**src/rtl/dac_ramp_scheduler.sv**
```systemverilog
// Triangle-sweep generator that owns the shared DAC write port, with optional manual one-shot writes.
// Define DAC_RAMP_MANUAL_ARB_EN to enable the manual-write port and its priority arbitration.
module dac_ramp_scheduler #(
  parameter int DAC_DATA_WIDTH = 14,
  parameter int DWELL_WIDTH    = 16
) (
  input  logic                      clk,
  input  logic                      rst_i,
  input  logic                      start_i,
  input  logic                      stop_i,
  input  logic                      ch_sel_i,
  input  logic [DAC_DATA_WIDTH-1:0] lo_i,
  input  logic [DAC_DATA_WIDTH-1:0] hi_i,
  input  logic [DAC_DATA_WIDTH-1:0] step_i,
  input  logic [DWELL_WIDTH-1:0]    dwell_i,
  input  logic                      man_req_i,
  input  logic                      man_sel_i,
  input  logic [DAC_DATA_WIDTH-1:0] man_dat_i,
  output logic                      man_ack_o,
  output logic [DAC_DATA_WIDTH-1:0] dac_dat_o,
  output logic                      dac_sel_o,
  output logic                      dac_wrt_o,
  output logic                      busy_o,
  output logic                      dir_o,
  output logic [DWELL_WIDTH-1:0]    tri_cnt_o,
  output logic                      err_o
);

  localparam int AW = DAC_DATA_WIDTH + 1;
  localparam logic [DAC_DATA_WIDTH-1:0] DAC_MID = {1'b1, {(DAC_DATA_WIDTH-1){1'b0}}};

  typedef enum logic [1:0] {
    S_IDLE  = 2'd0,
    S_WRITE = 2'd1,
    S_HOLD  = 2'd2
  } state_t;

  state_t                    state_q;
  logic                      ch_q;
  logic [DAC_DATA_WIDTH-1:0] lo_q;
  logic [DAC_DATA_WIDTH-1:0] hi_q;
  logic [DAC_DATA_WIDTH-1:0] step_q;
  logic [DWELL_WIDTH-1:0]    dwell_q;
  logic [DWELL_WIDTH-1:0]    cnt_q;
  logic [DAC_DATA_WIDTH-1:0] cur_q;
  logic                      dir_q;
  logic [DWELL_WIDTH-1:0]    tri_q;
  logic                      err_q;
  logic                      busy_q;
  logic [DAC_DATA_WIDTH-1:0] dat_q;
  logic                      sel_q;
  logic                      wrt_q;
  logic                      ack_q;

  logic                      man_go_s;
  logic                      man_sel_s;
  logic [DAC_DATA_WIDTH-1:0] man_dat_s;
  logic                      cfg_ok_s;
  logic [AW-1:0]             up_sum_s;
  logic [AW-1:0]             lo_step_s;
  logic [DAC_DATA_WIDTH-1:0] cur_d;
  logic                      dir_d;
  logic [DWELL_WIDTH-1:0]    tri_d;

`ifdef DAC_RAMP_MANUAL_ARB_EN
  logic                      man_pend_q;
  logic                      man_sel_q;
  logic [DAC_DATA_WIDTH-1:0] man_dat_q;

  // A captured request is always served next cycle, so a still-high req is masked while pending.
  always_ff @(posedge clk or posedge rst_i) begin
    if (rst_i) begin
      man_pend_q <= 1'b0;
      man_sel_q  <= 1'b0;
      man_dat_q  <= DAC_MID;
    end else begin
      man_pend_q <= man_req_i & ~man_pend_q;
      if (man_req_i & ~man_pend_q) begin
        man_sel_q <= man_sel_i;
        man_dat_q <= man_dat_i;
      end
    end
  end

  assign man_go_s  = man_pend_q;
  assign man_sel_s = man_sel_q;
  assign man_dat_s = man_dat_q;
`else
  logic unused_man_s;
  assign unused_man_s = ^{man_req_i, man_sel_i, man_dat_i};
  assign man_go_s  = 1'b0;
  assign man_sel_s = 1'b0;
  assign man_dat_s = DAC_MID;
`endif

  assign cfg_ok_s = (lo_i <= hi_i) && (step_i != {DAC_DATA_WIDTH{1'b0}});

  // Next sweep code, one bit wider than the DAC so the clamp never wraps.
  always_comb begin
    up_sum_s  = {1'b0, cur_q} + {1'b0, step_q};
    lo_step_s = {1'b0, lo_q} + {1'b0, step_q};
    cur_d     = cur_q;
    dir_d     = dir_q;
    tri_d     = tri_q;
    if (!dir_q) begin
      if (up_sum_s >= {1'b0, hi_q}) begin
        cur_d = hi_q;
        dir_d = 1'b1;
      end else begin
        cur_d = up_sum_s[DAC_DATA_WIDTH-1:0];
        dir_d = 1'b0;
      end
    end else begin
      if ({1'b0, cur_q} < lo_step_s) begin
        cur_d = lo_q;
        dir_d = 1'b0;
        tri_d = (&tri_q) ? tri_q : tri_q + DWELL_WIDTH'(1);
      end else begin
        cur_d = cur_q - step_q;
        dir_d = 1'b1;
      end
    end
  end

  // Sweep FSM plus the registered DAC port; a manual write pre-empts the sweep write slot.
  always_ff @(posedge clk or posedge rst_i) begin
    if (rst_i) begin
      state_q <= S_IDLE;
      ch_q    <= 1'b0;
      lo_q    <= {DAC_DATA_WIDTH{1'b0}};
      hi_q    <= {DAC_DATA_WIDTH{1'b0}};
      step_q  <= {DAC_DATA_WIDTH{1'b0}};
      dwell_q <= {DWELL_WIDTH{1'b0}};
      cnt_q   <= {DWELL_WIDTH{1'b0}};
      cur_q   <= {DAC_DATA_WIDTH{1'b0}};
      dir_q   <= 1'b0;
      tri_q   <= {DWELL_WIDTH{1'b0}};
      err_q   <= 1'b0;
      busy_q  <= 1'b0;
      dat_q   <= DAC_MID;
      sel_q   <= 1'b0;
      wrt_q   <= 1'b0;
      ack_q   <= 1'b0;
    end else begin
      wrt_q <= man_go_s;
      ack_q <= man_go_s;
      if (man_go_s) begin
        dat_q <= man_dat_s;
        sel_q <= man_sel_s;
      end
      if (stop_i) begin
        state_q <= S_IDLE;
        busy_q  <= 1'b0;
      end else begin
        case (state_q)
          S_IDLE: begin
            if (start_i) begin
              if (cfg_ok_s) begin
                ch_q    <= ch_sel_i;
                lo_q    <= lo_i;
                hi_q    <= hi_i;
                step_q  <= step_i;
                dwell_q <= dwell_i;
                cur_q   <= lo_i;
                dir_q   <= 1'b0;
                tri_q   <= {DWELL_WIDTH{1'b0}};
                err_q   <= 1'b0;
                busy_q  <= 1'b1;
                state_q <= S_WRITE;
              end else begin
                err_q <= 1'b1;
              end
            end
          end
          S_WRITE: begin
            if (!man_go_s) begin
              dat_q <= cur_q;
              sel_q <= ch_q;
              wrt_q <= 1'b1;
              cur_q <= cur_d;
              dir_q <= dir_d;
              tri_q <= tri_d;
              if (dwell_q != {DWELL_WIDTH{1'b0}}) begin
                state_q <= S_HOLD;
                cnt_q   <= dwell_q - DWELL_WIDTH'(1);
              end
            end
          end
          S_HOLD: begin
            if (cnt_q == {DWELL_WIDTH{1'b0}}) begin
              state_q <= S_WRITE;
            end else begin
              cnt_q <= cnt_q - DWELL_WIDTH'(1);
            end
          end
          default: begin
            state_q <= S_IDLE;
            busy_q  <= 1'b0;
          end
        endcase
      end
    end
  end

  assign man_ack_o = ack_q;
  assign dac_dat_o = dat_q;
  assign dac_sel_o = sel_q;
  assign dac_wrt_o = wrt_q;
  assign busy_o    = busy_q;
  assign dir_o     = dir_q;
  assign tri_cnt_o = tri_q;
  assign err_o     = err_q;

endmodule

```
**config.mk**
```make
export PLATFORM = sky130hd
export DESIGN_NAME = dac_ramp_scheduler
export DESIGN_NICKNAME = d
export VERILOG_FILES = /design/src/rtl/dac_ramp_scheduler.sv
export SDC_FILE = /design/constraint.sdc
export NUM_CORES = 1
export LEC_CHECK = 0
export BUFFER_PORTS_ARGS = -buffer_cell sky130_fd_sc_hd__clkbuf_2
export CAP_MARGIN = 20
export CORE_UTILIZATION = 54
export CTS_BUF_LIST = sky130_fd_sc_hd__clkbuf_16
export CTS_CLUSTER_SIZE = 16
export DETAILED_ROUTE_END_ITERATION = 10
export GPL_ROUTABILITY_DRIVEN = 1
export PLACE_DENSITY_LB_ADDON = 0.05
export SLEW_MARGIN = 10
export SYNTH_ARGS = -nofsm -noshare
export SYNTH_HDL_FRONTEND = slang
export SYNTH_SLANG_ARGS = --single-unit
```
**constraint.sdc**
```tcl
create_clock -name clk -period 3.87 [get_ports clk]
set_input_delay 0.1935 -clock clk [delete_from_list [all_inputs] [get_ports clk]]
set_output_delay 0.1935 -clock clk [all_outputs]
set_load 0.01 [all_outputs]
```
==> results.rst <==
.. list-table::
   :header-rows: 1

   * - Metric
     - Value
   * - Worst min path class
     - in2reg
   * - Row count
     - 47
   * - Worst path top cell family by delay
     - compound AO/OA/AOI/OAI gates
   * - Die span in x
     - ~130 µm
   * - DRC viols
     - 0
   * - Wire length of the first global-routing pass
     - ~44000 µm
   * - Longest Clk Path Bufs
     - 2
   * - DR WL/cell
     - approximately 19 µm
   * - Final Net Count
     - approximately 1400
   * - Number of standard cells in the layout, taps in and fillers out
     - approximately 1500
   * - Layout overhead on the synthesized area
     - 30.1%
   * - Clock slew at the register clock pins of the worst setup and hold paths
     - around 0.060 ns
   * - Type of the worst setup path
     - reg2reg
   * - RePlAce Congestion
     - 0.904
   * - Level count of the clock H-tree
     - 4
   * - GRT Residual Overflow
     - 0
   * - Adder and majority cell fraction of the synthesized area
     - between 10% and 20%
   * - Clock root buffer master
     - clkbuf_16
   * - Overall Global Routing Usage
     - between 30% and 40%
   * - Fin area
     - between 10000 and 15000 µm²
   * - Critical Path Slowest Stage Cell
     - o21ai_0
   * - Max_cap viols
     - 0
   * - Compound-Gate Fraction of Synth Area
     - between 10% and 20%
   * - Syn Inst Count
     - 1009
   * - Status
     - finished, violations left
   * - Commonest non-fill, non-tap cells in the layout
     - dfrtp_1 (124), buf_4 (108), clkbuf_2 (97), ha_1 (86), o21ai_0 (76)
   * - Number of DRC markers after the initial detailed-route iteration
     - 634
   * - CTS tree
     - built
   * - Placed cell count
     - 1375
   * - Failing checks
     - setup timing
   * - Final cell utilization of the core
     - approximately 72%
   * - Final Critical Period
     - between 4 and 5 ns
   * - Worst Path Max Fanout
     - 6
   * - CP Buf/Inv Count
     - 1
   * - Worst slew slack as a fraction of its limit
     - between 30% and 40%
   * - Most used flip-flop cell after synthesis
     - dfrtp_1
   * - Yosys synthesis warning count
     - 0
   * - Post-synthesis mux area share
     - a little over a tenth
   * - Simple-Gate Fraction of Synth Area
     - about 15%
   * - Detailed-routing iteration count for the pre-antenna-repair pass
     - 5
   * - Unrepaired setup endpoints after global routing
     - true
   * - Mean area per synthesized cell
     - around 9 µm²
   * - Setup violators final
     - 31
   * - Chain of cells forming the critical path
     - ha_1 > o21ai_0 > o21ai_2 > a2111oi_4 > nand2b_4 > xor2_1 > ha_1 > o21a_1 > o21a_1 > a221o_1 > a31oi_4 > nor3_4 > o21a_4 > buf_4 > or3_4 > a21oi_2
   * - Xor-xnor portion of the synthesized cell area
     - 3.88%
   * - Dominant cells by area after synthesis
     - dfrtp_1 (34%), ha_1 (12%), mux2_2 (6.2%), o21ai_0 (4.6%), mux2i_1 (4.2%)
   * - Netlist Area Pre-Place
     - between 9000 and 10000 µm²
   * - Tcrit/Tclk final
     - 109%
   * - Post-detailed-placement cell area
     - 10600 µm²
   * - Final Slew Violations
     - 0
   * - Antenna diode count
     - 0
   * - Critical Path End Type
     - flop
   * - Detail-routed via count per cell
     - a little under 6
   * - Placeable core region
     - approximately 17000 µm²
   * - Yosys top cell area share
     - between 30 and 40%
   * - Seq/Total Area, Yosys
     - around 34%
   * - Post-detailed-route count of antenna-violating nets
     - 0
   * - Number of antenna violations at the first check in global routing
     - 0
   * - Cell taking the most area after synthesis
     - dfrtp_1
   * - Vias post-DR
     - ~8600
   * - Starting density of the core
     - 55.5%
   * - Post-synthesis sequential element count
     - ~130
   * - CP Data Arrival Time
     - around 4.6 ns
   * - CP peak stage delay
     - between 0.4 and 0.5 ns
   * - Sort of element at the start of the critical path
     - flop
   * - Data required, critical path
     - roughly 4.2 ns
   * - Maximum clock rate
     - 0.237 GHz
   * - Port buffer count
     - 97
   * - Most frequent standard cell in the layout excluding fill and tap cells
     - dfrtp_1
   * - Main combinational cell family by area after synthesis
     - compound AO/OA/AOI/OAI gates
   * - Total wire length after detailed routing
     - around 28000 µm
   * - Clock latency on the worst-skew pair
     - between 0.4 and 0.5 ns
   * - Final hold violation count
     - 0
   * - Final critical-path setup slack
     - -0.355 ns
   * - Number of primary I/O pins
     - approximately 120
   * - Die area
     - between 15000 and 20000 µm²
   * - Share of layout cells above drive strength 1
     - 29.6%
   * - Final Hold Slack
     - around 0.0096 ns
   * - Count of unique library cells instantiated by Yosys
     - 70
   * - TritonCTS Buffers
     - 17
   * - Pin count of the biggest net entering global routing
     - ~110
   * - Die height
     - 133 µm
   * - Number of synthesized flops with an enable pin
     - 0
   * - Max Clock Skew
     - roughly 0.0076 ns
   * - Vias in the first global route
     - around 8300
   * - Fraction of registers with async set/reset
     - between 90% and 100%
   * - Slew of the pin with the lowest slew margin
     - 0.894 ns
   * - Post-DP HPWL
     - between 15000 and 20000 µm
   * - Mapped Nets
     - between 1000 and 1500
   * - Sinks on the clock net
     - 126
-- path summary, 6_finish.rpt --
check | from | end | slack (ns) | cells past startpoint
worst max-delay path | lo_q[3] | tri_cnt_o[2] | -0.36 | 16
worst max register to register | lo_q[3] | tri_cnt_o[2] | -0.36 | 16
worst min-delay path | step_i[8] | step_q[8] | 0.01 | 3
worst min register to register | dac_dat_o[8] | dac_dat_o[8] | 0.50 | 1
max in group asynchronous | rst_i | dac_dat_o[13] | 2.47 | 5
min in group asynchronous | rst_i | dac_dat_o[0] | 0.37 | 3
-- cells by family after synthesis --
group	after synthesis
mux	90
compound gates	272
simple gates	270
buf+inv	118
fa+ha+maj	91
other cells	1
flops	126
xor+xnor	41
-- worst reg2reg max path: cells and delay by family, from the launching register on --
| family | cells | cell delay (ns) |
|---|---|---|
| adder cells (fa/ha/maj) | 2 | 0.63 |
| buffers and inverters | 1 | 0.16 |
| AND/OR/NAND/NOR | 3 | 0.63 |
| flip-flops | 1 | 0.41 |
| XOR/XNOR | 1 | 0.16 |
| AO/OA/AOI/OAI | 9 | 2.18 |
-- area by class of cell --
cell class              count  area [µm²]
multi-input cells         765        5930
fillers                  1294        4620
flip-flops and latches    126        3160
repair buffers            244        1780
clock buffers              17         425
well taps                 220         275
inverters                  71         272
clock inverters            15         194
-- what timing repair did --
item                                    CTS  global route
buffers inserted                         15             9
hold buffers                             25             1
gates cloned                              3             0
pin swaps                                37            38
endpoints found under the setup margin   31            31
hold endpoints to repair                 25            48
gates resized for setup                  41            28
-- state kept, by name, indices dropped and copies added (netlist names), 2 cells and up --
| name | cells |
|---|---|
| lo_q | 14 |
| cur_q | 14 |
| cnt_q | 16 |
| hi_q | 14 |
| state_q | 2 |
| dac_dat_o | 14 |
| dwell_q | 16 |
| step_q | 14 |
| tri_cnt_o | 16 |
-- routing by layer --
layer,wire length (µm),vias to the layer above,track usage (%)
met5,0,-,0
met4,695,0,10.0
met3,1610,55,6.09
met2,13000,294,51.7
met1,12400,4169,43.7
li1,-,4104,-
-- synthesized netlist by cell type, types with 4 or more instances --
cell type / count
o21ai_0: 85
nand3_1: 30
nor4_1: 10
a2bb2oi_1: 9
nor2_1: 56
nor3_1: 21
o21a_1: 10
nand2b_1: 12
clkbuf_1: 32
dfrtp_1: 125
a211oi_2: 4
nor2b_1: 11
ha_1: 88
o221a_2: 4
a2111oi_0: 5
a31oi_1: 6
a211oi_1: 6
buf_4: 5
buf_2: 7
nand4_1: 13
a21oi_1: 72
or4_1: 6
nand3b_1: 5
inv_1: 70
a31o_2: 4
o22ai_1: 14
xor2_1: 26
xnor2_1: 15
a21o_1: 8
o31ai_1: 7
or3_1: 14
nand2_1: 70
o211ai_1: 10
nor3b_1: 5
mux2_2: 51
mux2i_1: 39
and3_1: 4
-- stage by stage --
step | setup slack [ns] | TNS (ns)
floorplan | 0.0107 | 0
global placement | -0.353 | -7.35
detailed placement | -0.413 | -8.04
CTS | -0.274 | -4.76
global route | -0.523 | -13.10
finish | -0.355 | -7.82
Power is left out: the tool's default activity adds up to more than one toggle a clock period on the data nets, which glitch-free logic cannot reach.
